$ cat config.mk
export PLATFORM = sky130hd
export DESIGN_NAME = apb_master_bridge
export DESIGN_NICKNAME = d
export VERILOG_FILES = /design/src/rtl/apb_master_bridge.sv
export SDC_FILE = /design/constraint.sdc
export NUM_CORES = 1
export LEC_CHECK = 0
export ABC_CLOCK_PERIOD_IN_PS = 2250
export CORE_MARGIN = 4
export CORE_UTILIZATION = 25
export DETAILED_ROUTE_END_ITERATION = 8
export PLACE_DENSITY = 0.58
export SLEW_MARGIN = 30
export SYNTH_ARGS = -nofsm -noshare
export SYNTH_HDL_FRONTEND = slang
export SYNTH_SLANG_ARGS = --single-unit
$ cat constraint.sdc
create_clock -name pclk -period 2.25 [get_ports pclk]
set_clock_uncertainty 0.2 [all_clocks]
set_input_delay 0.675 -clock pclk [delete_from_list [all_inputs] [get_ports pclk]]
set_output_delay 0.675 -clock pclk [all_outputs]
set_load 0.005 [all_outputs]
$ cat src/rtl/apb_master_bridge.sv
// apb_master_bridge: APB3 requester for single-beat local commands.
// Each accepted command becomes one SETUP/ACCESS transfer and produces
// exactly one response pulse. An optional wait-state timeout aborts a
// transfer whose slave never raises pready.
module apb_master_bridge #(
  parameter int ADDR_W  = 32,
  parameter int DATA_W  = 32,
  parameter int TIMEOUT = 16
) (
  input  logic              pclk,
  input  logic              prst_n,
  input  logic              cmd_valid,
  output logic              cmd_ready,
  input  logic              cmd_write,
  input  logic [ADDR_W-1:0] cmd_addr,
  input  logic [DATA_W-1:0] cmd_wdata,
  output logic              rsp_valid,
  output logic [DATA_W-1:0] rsp_rdata,
  output logic              rsp_err,
  output logic              rsp_timeout,
  output logic              pselx,
  output logic              penable,
  output logic              pwrite,
  output logic [ADDR_W-1:0] paddr,
  output logic [DATA_W-1:0] pwdata,
  input  logic              pready,
  input  logic              pslverr,
  input  logic [DATA_W-1:0] prdata
);

  localparam int CNT_W = (TIMEOUT > 0) ? $clog2(TIMEOUT + 1) : 1;
  localparam logic [CNT_W-1:0] CNT_LAST = CNT_W'((TIMEOUT > 0) ? TIMEOUT - 1 : 0);

  typedef enum logic [1:0] {
    S_IDLE   = 2'd0,
    S_SETUP  = 2'd1,
    S_ACCESS = 2'd2
  } state_t;

  state_t              r_state, w_state_nxt;
  logic [CNT_W-1:0]    r_cnt, w_cnt_nxt;
  logic                r_psel, w_psel_nxt;
  logic                r_pen, w_pen_nxt;
  logic                r_pwrite, w_pwrite_nxt;
  logic [ADDR_W-1:0]   r_paddr, w_paddr_nxt;
  logic [DATA_W-1:0]   r_pwdata, w_pwdata_nxt;
  logic                r_rsp_valid, w_rsp_valid_nxt;
  logic [DATA_W-1:0]   r_rsp_rdata, w_rsp_rdata_nxt;
  logic                r_rsp_err, w_rsp_err_nxt;
  logic                r_rsp_to, w_rsp_to_nxt;
  logic                w_cmd_ready;
  logic                w_to_hit;

  assign w_cmd_ready = (r_state == S_IDLE) && prst_n;
  // The timeout fires on the last permitted wait cycle; TIMEOUT=0 disables it.
  assign w_to_hit    = (TIMEOUT != 0) && (r_cnt == CNT_LAST);

  assign cmd_ready   = w_cmd_ready;
  assign pselx       = r_psel;
  assign penable     = r_pen;
  assign pwrite      = r_pwrite;
  assign paddr       = r_paddr;
  assign pwdata      = r_pwdata;
  assign rsp_valid   = r_rsp_valid;
  assign rsp_rdata   = r_rsp_rdata;
  assign rsp_err     = r_rsp_err;
  assign rsp_timeout = r_rsp_to;

  // State, wait counter and all registered outputs.
  always_ff @(posedge pclk or negedge prst_n) begin
    if (!prst_n) begin
      r_state     <= S_IDLE;
      r_cnt       <= '0;
      r_psel      <= 1'b0;
      r_pen       <= 1'b0;
      r_pwrite    <= 1'b0;
      r_paddr     <= '0;
      r_pwdata    <= '0;
      r_rsp_valid <= 1'b0;
      r_rsp_rdata <= '0;
      r_rsp_err   <= 1'b0;
      r_rsp_to    <= 1'b0;
    end else begin
      r_state     <= w_state_nxt;
      r_cnt       <= w_cnt_nxt;
      r_psel      <= w_psel_nxt;
      r_pen       <= w_pen_nxt;
      r_pwrite    <= w_pwrite_nxt;
      r_paddr     <= w_paddr_nxt;
      r_pwdata    <= w_pwdata_nxt;
      r_rsp_valid <= w_rsp_valid_nxt;
      r_rsp_rdata <= w_rsp_rdata_nxt;
      r_rsp_err   <= w_rsp_err_nxt;
      r_rsp_to    <= w_rsp_to_nxt;
    end
  end

  // Next-state and next-output decode; response fields hold unless a transfer ends.
  always_comb begin
    w_state_nxt     = r_state;
    w_cnt_nxt       = r_cnt;
    w_psel_nxt      = r_psel;
    w_pen_nxt       = r_pen;
    w_pwrite_nxt    = r_pwrite;
    w_paddr_nxt     = r_paddr;
    w_pwdata_nxt    = r_pwdata;
    w_rsp_valid_nxt = 1'b0;
    w_rsp_rdata_nxt = r_rsp_rdata;
    w_rsp_err_nxt   = r_rsp_err;
    w_rsp_to_nxt    = r_rsp_to;
    case (r_state)
      S_IDLE: begin
        if (cmd_valid && w_cmd_ready) begin
          w_state_nxt  = S_SETUP;
          w_psel_nxt   = 1'b1;
          w_pen_nxt    = 1'b0;
          w_pwrite_nxt = cmd_write;
          w_paddr_nxt  = cmd_addr;
          w_pwdata_nxt = cmd_write ? cmd_wdata : '0;
        end
      end
      S_SETUP: begin
        w_state_nxt = S_ACCESS;
        w_pen_nxt   = 1'b1;
        w_cnt_nxt   = '0;
      end
      S_ACCESS: begin
        if (pready) begin
          w_state_nxt     = S_IDLE;
          w_psel_nxt      = 1'b0;
          w_pen_nxt       = 1'b0;
          w_rsp_valid_nxt = 1'b1;
          w_rsp_err_nxt   = pslverr;
          w_rsp_to_nxt    = 1'b0;
          w_rsp_rdata_nxt = r_pwrite ? '0 : prdata;
        end else begin
          if (r_cnt != '1) begin
            w_cnt_nxt = r_cnt + CNT_W'(1);
          end
          if (w_to_hit) begin
            w_state_nxt     = S_IDLE;
            w_psel_nxt      = 1'b0;
            w_pen_nxt       = 1'b0;
            w_rsp_valid_nxt = 1'b1;
            w_rsp_err_nxt   = 1'b1;
            w_rsp_to_nxt    = 1'b1;
            w_rsp_rdata_nxt = '0;
          end
        end
      end
      default: begin
        w_state_nxt = S_IDLE;
        w_psel_nxt  = 1'b0;
        w_pen_nxt   = 1'b0;
      end
    endcase
  end

endmodule
==> flow_metrics.env, run 1 <==
export IMPL_status="finished, final reports clean"
export IMPL_syn_avg_cell_area_sq_um=10.5
export IMPL_whs_ns=0.112
export IMPL_routedWlPerCell_um=15.3
export IMPL_ant_nets=0
export IMPL_path_clk_slew_ns=0.08
export IMPL_root_buffer="clkbuf_16"
export IMPL_synth_net_count=513
export IMPL_ioPinCount=205
export IMPL_ys_ff_latch=108
export IMPL_seqPwrFrac_pct=42.4
export IMPL_finalSetupTns_ns=0
export IMPL_ys_flop_type="dfrtp_1"
export IMPL_finish_utilization_pct=41.4
export IMPL_peakVddDrop_mv=0.352
export IMPL_p_leak_nw=3.22
export IMPL_ys_top_cells_by_count="nand2_1, dfrtp_1, a22o_1, nand3_1, buf_2"
export IMPL_grt_max_degree=54
export IMPL_internal_power_mw=4.70
export IMPL_syn_to_final_growth_pct=61.3
export IMPL_first_iter_violations=145
export IMPL_detail_route_vias_per_cell=4.36
export IMPL_wirelength_mm=12.8
export IMPL_antenna_found_initial=0
export IMPL_antenna_cells=0
export IMPL_r2r_start="r_cnt[0]$_DFFE_PN0P_"
export IMPL_slew_viol_final=0
export IMPL_r2r_setup_slack_ns=0.19
export IMPL_rsz0062_at_grt="false"
export IMPL_r2r_end="r_cnt[0]$_DFFE_PN0P_"
export IMPL_synthTopCellsByArea="dfrtp_1, nand2_1, a22o_1"
export IMPL_syn_inst=408
export IMPL_grt_pass1_vias=3976
export IMPL_dp_hpwl_mm=9.12
export IMPL_portBuffers=204
export IMPL_worst_pin_slew_ns=0.585
export IMPL_cp_start_kind="flop"
export IMPL_cts_tree="built"
export IMPL_power_mw=6.48
export IMPL_cp_max_fo=2
export IMPL_yosysTopAreaCellShare_pct=63.2
export IMPL_dr_pass1_iters=4
export IMPL_synth_edf_count=0
export IMPL_p_comb_share_pct=31.6
export IMPL_yosys_area_top_type="dfrtp_1"
export IMPL_nets=716
export IMPL_num_vias=3647
export IMPL_p_per_area_nw_per_um2=940
export IMPL_die_x_um=139
export IMPL_relSlewSlack_pct=61.0
export IMPL_yosysMostFrequentCell="nand2_1"
export IMPL_clockPowerShare_pct=25.9
export IMPL_clock_path_buffers=2
export IMPL_drive_above_1_share_pct=6.66
export IMPL_holdBufCountCts=0
export IMPL_async_reset_ff_share_pct=100
export IMPL_maxCapViolCount=0
export IMPL_switchingPower_mw=1.78
export IMPL_initial_core_util_pct=25.7
export IMPL_rows=47
export IMPL_syn_cell_area_sq_um=4270
export IMPL_ys_warn_count=0
export IMPL_hp_class="in -> async"
export IMPL_required_ns=1.37
export IMPL_min_period_over_period_pct=96.7
export IMPL_drc_errors=0
export IMPL_period_needed_ns=2.17
export IMPL_yosysSeqAreaShare_pct=63.2
export IMPL_grt_ovfl_total=0
export IMPL_fmax_mhz=460
export IMPL_core_area_sq_um=16600
export IMPL_rr_worst_depth=6
export IMPL_hold_violations=0
export IMPL_grt_pass1_wl_mm=20.9
export IMPL_cts_sinks=108
export IMPL_cp_end_kind="output pin"
export IMPL_cts_buffers=9
export IMPL_placed_area_sq_um=6570
export IMPL_dieArea_sq_um=19300
export IMPL_clkLatencyLatePin_ns=0.34
export IMPL_grtUsageTotal_pct=13.4
export IMPL_cts_max_level=3
export IMPL_critical_path_class="reg -> out"
export IMPL_synth_cell_type_count=37
export IMPL_p_sw_share_pct=27.5
export IMPL_worstPathArrival_ns=1.30
export IMPL_final_setup_viol_count=0
export IMPL_die_h_um=139
export IMPL_final_area_sq_um=6890
export IMPL_place_gp_congestion=0.763
## flip-flops by register name, summed over array words and instances, names as in the netlist
signal / flops
paddr: 32
pwdata: 32
rsp_rdata: 32
r_cnt: 5
r_state: 2
pselx: 1
pwrite: 1
rsp_err: 1
rsp_timeout: 1
rsp_valid: 1
## area by class of cell
type,instances,area (sq um)
Clock buffer,9,225
Clock inverter,7,87.6
Fill cell,1585,9750
Inverter,6,22.5
Multi-Input combinational cell,267,1360
Sequential cell,108,2700
Tap cell,220,275
Timing Repair Buffer,219,2220
## logic make-up after synthesis
kind of cell	count (synthesis)	share of synthesized area (%)
simple gates	214	21.3
flops	108	63.2
compound gates	47	9.02
buf+inv	33	4.89
fa+ha+maj	3	0.878
mux	2	0.498
xor+xnor	1	0.205
## cells in the final DEF, fill, tap and decap left out, types with 2 or more instances in the layout
cell / n
nand2_1: 166
a22o_1: 32
and3_1: 4
clkdlybuf4s50_1: 202
inv_6: 3
dfrtp_1: 108
nor2b_1: 2
clkbuf_16: 9
buf_4: 10
nand3_1: 32
o21ai_0: 2
nor2_1: 2
buf_12: 5
a22o_2: 2
a21oi_1: 4
ha_1: 3
inv_1: 5
o22ai_1: 2
inv_8: 2
## stage by stage
| step | cells | setup slack [ns] |
|---|---|---|
| global placement | 819 | -0.0597 |
| CTS | 836 | 0.0298 |
| global route | 836 | 0.00696 |
| floorplan | 408 | 0.350 |
| detailed placement | 819 | -0.0615 |
| finish | 836 | 0.0754 |
## metal layers
metal,global-route usage (%),wire (um),vias up
met5,0,0,-
met4,5.10,247,0
met3,4.24,879,16
met2,22.6,6350,120
met1,16.1,5330,1761
li1,-,-,1750
## power by group through the flow
stage,clock (mW),combinational (mW),sequential [mW]
final,1.68,2.05,2.75
after global routing,1.83,2.23,2.82
after CTS,1.76,2.10,2.76
after detailed placement,0,2.09,2.78
after global placement,0,2.05,2.77
after floorplan,0,0.604,2.81
## critical path, stage by stage, from the launching register on
cell	delay, ns
dfrtp_1	0.37
buf_6	0.10
clkdlybuf4s50_1	0.48
## how the worst max path moves through the flow
| stage | from | endpoint | slack, ns | cells after the start |
|---|---|---|---|---|
| floorplan | r_cnt[0]$_DFFE_PN0P_ | rsp_err$_DFFE_PN0P_ | 0.35 | 5 |
| global placement | prst_n | cmd_ready | -0.06 | 3 |
| detailed placement | prst_n | cmd_ready | -0.06 | 3 |
| CTS | r_state[1]$_DFFE_PN0P_ | penable | 0.03 | 2 |
| global route | r_state[1]$_DFFE_PN0P_ | penable | 0.007 | 2 |
| finish | r_state[1]$_DFFE_PN0P_ | penable | 0.08 | 2 |
## timing repair
| item | 4_1_cts | 5_1_grt |
|---|---|---|
| setup endpoints to repair | 2 | 0 |
| buffers inserted | 1 | 0 |
| resized for setup | 2 | 0 |
| hold endpoints to repair | 0 | 0 |
Power figures use the tool's default switching activity.
==> run 2: changes to the inputs <==
Settings changed: HOLD_SLACK_MARGIN from default to 0.1.
==> results of run 2 <==
Same layout as run 1: the final DEF is identical, and so are final timing and power.
==> run 3: changes to the inputs <==
Settings changed: CTS_BUF_LIST from default to sky130_fd_sc_hd__clkbuf_4 sky130_fd_sc_hd__clkbuf_8.
==> flow_metrics.env, run 3 (synthesis gave the netlist of run 1 again) <==
export IMPL_grt_use_met3_pct=4.24
export IMPL_grt_util_met2_pct=22.6
export IMPL_ioPinCount=205
export IMPL_cp_max_fo=3
export IMPL_antenna_found_initial=0
export IMPL_cts_max_level=3
export IMPL_final_setup_viol_count=0
export IMPL_whs_ns=0.277
export IMPL_cp_end_kind="output pin"
export IMPL_die_x_um=139
export IMPL_critical_path_class="reg -> out"
export IMPL_final_common_cell="clkdlybuf4s50_1"
export IMPL_hold_violations=0
export IMPL_min_period_over_period_pct=96.3
export IMPL_grtUsageTotal_pct=13.5
export IMPL_initial_core_util_pct=25.7
export IMPL_use_met1_pct=16.0
export IMPL_crit_cells=1
export IMPL_num_vias=3669
export IMPL_grt_ovfl_total=0
export IMPL_placed_cells=819
export IMPL_hp_class="in -> async"
export IMPL_core_area_sq_um=16600
export IMPL_busiest_layer="met2"
export IMPL_layout_common_cells="clkdlybuf4s50_1, nand2_1, dfrtp_1"
export IMPL_cts_buffers=9
export IMPL_rr_worst_depth=6
export IMPL_crit_slowest_cell="clkdlybuf4s50_1"
export IMPL_finalNonFillerCells=837
export IMPL_routedWlPerCell_um=15.3
export IMPL_p_per_area_nw_per_um2=896
export IMPL_wirelength_mm=12.8
export IMPL_r2r_setup_slack_ns=0.16
export IMPL_syn_to_final_growth_pct=59.0
export IMPL_nets=717
export IMPL_rows=47
export IMPL_drive_above_1_share_pct=6.97
export IMPL_peakVddDrop_mv=0.337
export IMPL_path_cells="clkdlybuf4s50_1"
export IMPL_detail_route_vias_per_cell=4.38
export IMPL_dp_hpwl_mm=9.12
export IMPL_path_buf_inv=1
export IMPL_p_leak_nw=3.18
export IMPL_required_ns=1.37
export IMPL_clkLatencyLatePin_ns=0.38
export IMPL_dr_pass1_iters=4
export IMPL_status="finished, final reports clean"
export IMPL_first_iter_violations=153
export IMPL_dieArea_sq_um=19300
export IMPL_place_gp_congestion=0.763
export IMPL_fill_cells=1594
export IMPL_worstPathArrival_ns=1.29
export IMPL_dp_slack_ns=-0.0615
export IMPL_drc_errors=0
export IMPL_ant_nets=0
export IMPL_maxCapViolCount=0
export IMPL_rsz0062_at_grt="false"
export IMPL_grt_max_degree=54
export IMPL_slew_viol_final=0
export IMPL_fin_ws_ns=0.0828
export IMPL_worst_pin_slew_ns=0.588
export IMPL_clock_path_buffers=2
export IMPL_grt_pass1_wl_mm=20.9
export IMPL_die_h_um=139
export IMPL_antenna_cells=0
export IMPL_grt_pass1_vias=3977
export IMPL_relSlewSlack_pct=60.8
export IMPL_portBuffers=204
export IMPL_cts_sinks=108
export IMPL_slowest_delay_ns=0.53
export IMPL_cp_start_kind="flop"
export IMPL_root_buffer="clkbuf_8"
export IMPL_path_clk_slew_ns=0.11
export IMPL_critPathTopFamily="buffers and inverters"
export IMPL_period_needed_ns=2.17
export IMPL_fmax_mhz=461
export IMPL_cts_tree="built"
[run 3: worst paths after layout]
kind,startpoint,endpoint
max reg2reg,r_cnt[0]$_DFFE_PN0P_,r_cnt[1]$_DFFE_PN0P_
max in group asynchronous,prst_n,pwdata[16]$_DFFE_PN0P_
min,prst_n,r_cnt[1]$_DFFE_PN0P_
min in group pclk,pwdata[31]$_DFFE_PN0P_,pwdata[31]$_DFFE_PN0P_
min reg2reg,pwdata[31]$_DFFE_PN0P_,pwdata[31]$_DFFE_PN0P_
max,pwrite$_DFFE_PN0P_,pwrite
[run 3: power by group]
group	internal (mW)	switching, mW
clock	0.545	0.745
sequential	2.45	0.294
combinational	1.35	0.705
total	4.34	1.74
[run 3: cell type report]
| cell class | count | area, sq um | share of cell area (%) |
|---|---|---|---|
| sequential | 108 | 2700 | 39.8 |
| tap | 220 | 275 | 4.05 |
| clock buffer | 9 | 124 | 1.82 |
| timing repair buffer | 220 | 2220 | 32.7 |
| multi-input combinational | 267 | 1360 | 20.1 |
| inverter | 6 | 22.5 | 0.331 |
| clock inverter | 7 | 87.6 | 1.29 |
[run 3: repair_timing]
item / 4_1_cts / 5_1_grt
endpoints found under the setup margin: 2 / 1
cloned: 0 / 0
gates resized for setup: 3 / 1
endpoints found under the hold margin: 19 / 0
setup buffers: 1 / 0
hold buffers: 1 / 0
[run 3: worst register-to-register path, delay by kind of cell (launching register included)]
family	cells	cell delay [ns]
AND/OR/NAND/NOR	2	0.60
adder cells (fa/ha/maj)	2	0.46
flip-flops	1	0.45
AO/OA/AOI/OAI	2	0.30
[run 3: per-stage QoR]
step | setup TNS (ns) | area, sq um | power, mW | utilization (%)
floorplan | 0 | 4270 | 3.41 | -
global placement | -0.102 | 6570 | 4.83 | 39.5
detailed placement | -0.149 | 6570 | 4.86 | 39.5
CTS | 0 | 6800 | 6.21 | 40.9
global route | 0 | 6800 | 6.48 | 40.8
finish | 0 | 6800 | 6.09 | 40.8
[run 3: per-layer routing]
layer	routed length (um)	vias up
met5	0	-
met4	362	0
met3	878	23
met2	6210	125
met1	5360	1772
li1	-	1749
